--- src/rtl/an_sec_locator_seq.sv ---
// Bit-serial single-error corrector for an AN code: reduces the received word mod A,
// then walks locations +1,-1,+2,-2,... through an external l-LUT until the remainder matches.
module an_sec_locator_seq #(
    parameter int A    = 17619,
    parameter int CW_W = 43,
    parameter int R_W  = 15,
    parameter int L_W  = 7,
    parameter int NLOC = 43
) (
    input  logic                    clk,
    input  logic                    rst_n,
    input  logic                    in_valid,
    output logic                    in_ready,
    input  logic [CW_W-1:0]         in_cw,
    output logic signed [L_W-1:0]   lut_l,
    input  logic [R_W-1:0]          lut_r,
    output logic                    out_valid,
    input  logic                    out_ready,
    output logic [CW_W-1:0]         out_cw,
    output logic signed [L_W-1:0]   out_err_loc,
    output logic [1:0]              out_status
);

    localparam int BI_W = $clog2(CW_W);
    localparam int SP_W = $clog2(2 * NLOC);
    localparam int MG_W = SP_W - 1;

    localparam logic [BI_W-1:0] BIT_MSB   = BI_W'(CW_W - 1);
    localparam logic [SP_W-1:0] LAST_STEP = SP_W'(2 * NLOC - 1);
    localparam logic [R_W:0]    A_EXT     = (R_W + 1)'(A);

    localparam logic [1:0] STATUS_OK    = 2'b00;
    localparam logic [1:0] STATUS_FIXED = 2'b01;
    localparam logic [1:0] STATUS_FAIL  = 2'b10;

    typedef enum logic [1:0] {
        IDLE,
        MOD,
        SEARCH,
        DONE
    } state_t;

    state_t                 state_reg, state_next;
    logic [CW_W-1:0]        cw_reg, cw_next;
    logic [R_W-1:0]         rem_reg, rem_next;
    logic [BI_W-1:0]        bit_idx_reg, bit_idx_next;
    logic [SP_W-1:0]        step_reg, step_next;
    logic [CW_W-1:0]        res_cw_reg, res_cw_next;
    logic signed [L_W-1:0]  res_loc_reg, res_loc_next;
    logic [1:0]             res_status_reg, res_status_next;

    // One step of the serial reduction: rem < A guarantees 2*rem+bit < 2A.
    logic [R_W:0]           mod_t;
    logic [R_W-1:0]         rem_step;

    // Location search datapath derived from the step counter.
    logic [MG_W-1:0]        mag;
    logic [L_W-1:0]         loc_mag;
    logic signed [L_W-1:0]  search_loc;
    logic [CW_W-1:0]        pow2;
    logic [CW_W-1:0]        cw_minus;
    logic [CW_W-1:0]        cw_plus;
    logic                   hit;

    assign mod_t    = {rem_reg, cw_reg[bit_idx_reg]};
    assign rem_step = (mod_t >= A_EXT) ? R_W'(mod_t - A_EXT) : R_W'(mod_t);

    assign mag        = step_reg[SP_W-1:1];
    assign loc_mag    = L_W'(mag) + L_W'(1);
    assign search_loc = step_reg[0] ? $signed(L_W'(0) - loc_mag) : $signed(loc_mag);
    assign pow2       = CW_W'(1) << mag;
    assign cw_minus   = cw_reg - pow2;
    assign cw_plus    = cw_reg + pow2;
    assign hit        = (lut_r == rem_reg);

    assign lut_l       = (state_reg == SEARCH) ? search_loc : '0;
    assign in_ready    = (state_reg == IDLE) && rst_n;
    assign out_valid   = (state_reg == DONE);
    assign out_cw      = res_cw_reg;
    assign out_err_loc = res_loc_reg;
    assign out_status  = res_status_reg;

    always_comb begin
        state_next      = state_reg;
        cw_next         = cw_reg;
        rem_next        = rem_reg;
        bit_idx_next    = bit_idx_reg;
        step_next       = step_reg;
        res_cw_next     = res_cw_reg;
        res_loc_next    = res_loc_reg;
        res_status_next = res_status_reg;

        case (state_reg)
            IDLE: begin
                if (in_valid) begin
                    cw_next      = in_cw;
                    rem_next     = '0;
                    bit_idx_next = BIT_MSB;
                    step_next    = '0;
                    state_next   = MOD;
                end
            end

            MOD: begin
                rem_next = rem_step;
                if (bit_idx_reg == '0) begin
                    if (rem_step == '0) begin
                        res_cw_next     = cw_reg;
                        res_loc_next    = '0;
                        res_status_next = STATUS_OK;
                        state_next      = DONE;
                    end else begin
                        step_next  = '0;
                        state_next = SEARCH;
                    end
                end else begin
                    bit_idx_next = bit_idx_reg - BI_W'(1);
                end
            end

            SEARCH: begin
                if (hit) begin
                    // A +k match means the channel added 2^(k-1), so undo it by subtracting.
                    res_cw_next     = step_reg[0] ? cw_plus : cw_minus;
                    res_loc_next    = search_loc;
                    res_status_next = STATUS_FIXED;
                    state_next      = DONE;
                end else if (step_reg == LAST_STEP) begin
                    res_cw_next     = cw_reg;
                    res_loc_next    = '0;
                    res_status_next = STATUS_FAIL;
                    state_next      = DONE;
                end else begin
                    step_next = step_reg + SP_W'(1);
                end
            end

            DONE: begin
                if (out_ready) begin
                    state_next = IDLE;
                end
            end

            default: begin
                state_next = IDLE;
            end
        endcase
    end

    always_ff @(posedge clk) begin
        if (!rst_n) begin
            state_reg      <= IDLE;
            cw_reg         <= '0;
            rem_reg        <= '0;
            bit_idx_reg    <= '0;
            step_reg       <= '0;
            res_cw_reg     <= '0;
            res_loc_reg    <= '0;
            res_status_reg <= '0;
        end else begin
            state_reg      <= state_next;
            cw_reg         <= cw_next;
            rem_reg        <= rem_next;
            bit_idx_reg    <= bit_idx_next;
            step_reg       <= step_next;
            res_cw_reg     <= res_cw_next;
            res_loc_reg    <= res_loc_next;
            res_status_reg <= res_status_next;
        end
    end

endmodule

--- config.mk ---
export PLATFORM = sky130hd
export DESIGN_NAME = an_sec_locator_seq
export DESIGN_NICKNAME = d
export VERILOG_FILES = /design/src/rtl/an_sec_locator_seq.sv
export SDC_FILE = /design/constraint.sdc
export NUM_CORES = 1
export LEC_CHECK = 0
export BUFFER_PORTS_ARGS = -buffer_cell sky130_fd_sc_hd__buf_2
export CORE_AREA = 4 4 146 148
export CTS_CLUSTER_DIAMETER = 100
export DETAILED_ROUTE_END_ITERATION = 10
export DIE_AREA = 0 0 150 152
export PLACE_DENSITY = 0.81
export SETUP_SLACK_MARGIN = 0.02
export SKIP_LAST_GASP = 1
export SYNTH_ARGS = -nofsm -noshare
export SYNTH_HDL_FRONTEND = slang
export SYNTH_SLANG_ARGS = --single-unit
--- constraint.sdc ---
create_clock -name clk -period 5.35 [get_ports clk]
set_input_delay 0.535 -clock clk [delete_from_list [all_inputs] [get_ports clk]]
set_output_delay 0.535 -clock clk [all_outputs]
set_load 0.005 [all_outputs]
==> flow_summary.ini <==
[run_status]
status = finished clean

[floorplan]
die_w_um = 150
design.die.area_um2 = 22800
io_pins = 123
rows = 52
core_um2 = 20000
start_util_pct = 54.0
die_y_um = 152

[hold_path]
holdPathStages = 3
hp-start = in_cw[39]
hp-class = in2reg
holdPathEnd = cw_reg[39]

[clock_tree]
cts_num_sinks = 125
cts_max_level = 4
clk_pin_slew_ps = 60
cts_made_buffers = 17
cts_tree = yes
clock_path_buffers = 2
clockRootBuffer = clkbuf_16
clk_latency_ps = 430

[critical_path]
cp-end-kind = register
r2r-end = out_cw[37]
setup.worst_path.start_class = register
critical_path_required_ps = 5680
cp_slowest_stage_delay_ps = 470
r2r_cells = 23
worstSetupPathType = reg2reg
cp_max_fo = 6
slowest_stage = a222oi_1
crit_chain = inv_1, ha_1, nor3_1, buf_4, o21ai_0, a21oi_2, o211a_1, o21ai_1, nand3_1, o21ai_0, a222oi_1, buf_4, ha_1, a21oi_2, and4b_1, a211oi_2, o21ai_0, nor3_1, a21oi_1, buf_4, nor4b_1, a221oi_1, a211oi_1
worstReg2RegStart = step_reg[1]
rrSetupSlack_ps = 270
arrival_ps = 5420

[global_routing]
overflow = 0
antenna_found_initial = 0
grt_pass1_vias = 11300
grt_pass1_wl_mm = 60.1
grt_max_degree = 67
groute.usage.overall_pct = 32.4

[place]
port_buffers = 122
dpl.hpwl_mm = 28.2
gp_congestion = 1.01
placed_area_um2 = 12400

[cells_and_area]
stdcell_area_um2 = 13100
antenna_cells = 0
multi_input_area_um2 = 7790
drive_above_1_share_pct = 20.7
utilization_pct = 65.5
seq_area_um2 = 2510
synthToLayoutAreaGrowth_pct = 21.4
layout.nets = 1802
n_fill_cell = 1788

[sta]
setup_tns_ps = 0
skew_ps = 13.9
finalCriticalPeriod_ps = 5080
grt_setup_unrepaired = yes
hold_violations = 0
tightest_slew_ps = 1130
max_slew_margin_pct = 24.4
hold_slack_ps = 345
period_share_pct = 95.0
fmax_mhz = 197
setup_viol = 0
finalMaxSlewViolations = 0

[synth]
async_flop_share_pct = 0
yosysWarnings = 0
ys_seq_area_share_pct = 23.1
synth.most_common_cell = nand2_1
synth_top_area_share_pct = 23.1
synth-edff-count = 0
synth_cell_types = 82
synth_largest_area_cell = dfxtp_1
ys.flop_type = dfxtp_1
syn_area_um2 = 10800
ys_top_cells_by_count = 230 x nand2_1, 157 x nor2_1, 148 x a21oi_1, 125 x dfxtp_1, 86 x clkbuf_1
syn_inst = 1497
synthTopCellsByArea = dfxtp_1 23%, nand2_1 8.0%, ha_1 7.8%, a21oi_1 6.8%, nor2_1 5.4%
yosys_register_bits = 125
synth_nets = 1627
syn_avg_cell_area_um2 = 7.22

[power_and_ir_drop]
p_per_area_nw_per_um2 = 452
cellLeakagePower_nw = 5.68
total_power_mw = 5.94
ir_drop_uv = 302

[routing]
drt_first_pass_iters = 6
routed_wirelength_mm = 38.1
ant_nets = 0
viasPerCell = 6.28
wire_per_inst_um = 19.5
drtIter0Drc = 1315
vias = 12300
drc_errors = 0

[run]
maxCapViolCount = 0
[logic make-up after synthesis]
group	Yosys count	share of synthesized area, %
DFF	125	23.1
muxes	28	4.03
buffers and inverters	146	5.38
adders and majority gates	68	7.94
and+or+nand+nor	572	23.8
xor gates and xnor gates	80	6.48
AOI/OAI and AO/OA	478	29.2
[where the power goes]
group | internal [mW] | leakage (nW) | total [mW] | switching [mW]
clock | 0.712 | 0.282 | 1.18 | 0.467
combinational | 1.54 | 4.38 | 3.49 | 1.94
sequential | 1.10 | 1.02 | 1.28 | 0.182
total | 3.35 | 5.68 | 5.94 | 2.59
[placed cells by master (no fill, tap or decap), types with 15 or more instances in the layout]
master       n
a21o_1      31
a211oi_1    35
xnor2_1     54
inv_1       30
dfxtp_1    120
buf_4      140
nor3_1      33
nor2_1     156
ha_1        67
nand3_1     38
nand2_1    229
xor2_1      26
a21oi_1    146
o21ai_0     82
buf_2      122
a22oi_1     15
a311oi_1    15
clkbuf_16   18
a31oi_1     16
o211ai_1    17
[layout make-up]
cell class / count / share of cell area [%]
multi-input combinational: 1226 / 59.3
sequential: 125 / 19.1
timing repair buffer: 269 / 13.6
clock buffer: 19 / 3.45
tap: 270 / 2.57
clock inverter: 12 / 1.04
inverter: 33 / 0.943
[through the flow]
| stage | std cells | worst slack [ps] |
|---|---|---|
| 6_report | 1954 | 269 |
| 5_1_grt | 1954 | -118 |
| 4_1_cts | 1951 | 28.8 |
| 3_5_place_dp | 1920 | 31.6 |
| 3_3_place_gp | 1920 | 173 |
| 2_1_floorplan | 1497 | 203 |
[how the worst max path moves through the flow]
stage,slack (ps),from,end
3_5_place_dp,30,bit_idx_reg[1],out_cw[10]
3_3_place_gp,170,bit_idx_reg[1],out_cw[33]
5_1_grt,-120,step_reg[1],out_cw[37]
2_1_floorplan,200,bit_idx_reg[1],out_cw[23]
6_report,270,step_reg[1],out_cw[37]
4_1_cts,30,bit_idx_reg[1],out_cw[10]
[layer usage]
metal,share of wire (%),global-route usage [%],vias up
met2,45,51.4,691
li1,-,-,5777
met1,40,43.1,5672
met4,4.6,13.9,0
met5,0,0,-
met3,9.9,5.69,126
[critical path, delay by kind of cell, from the launching register on]
kind / cells / cell delay, ps
flops: 1 / 370
buf+inv: 4 / 630
compound gates: 12 / 2470
simple gates: 5 / 990
fa+ha+maj: 2 / 550
[repair_timing]
| item | in CTS | in global routing |
|---|---|---|
| setup endpoints to repair | 0 | 59 |
| setup buffers | 0 | 2 |
| gates resized for setup | 0 | 20 |
| hold buffers | 0 | 0 |
(Power assumes the default switching activity.)
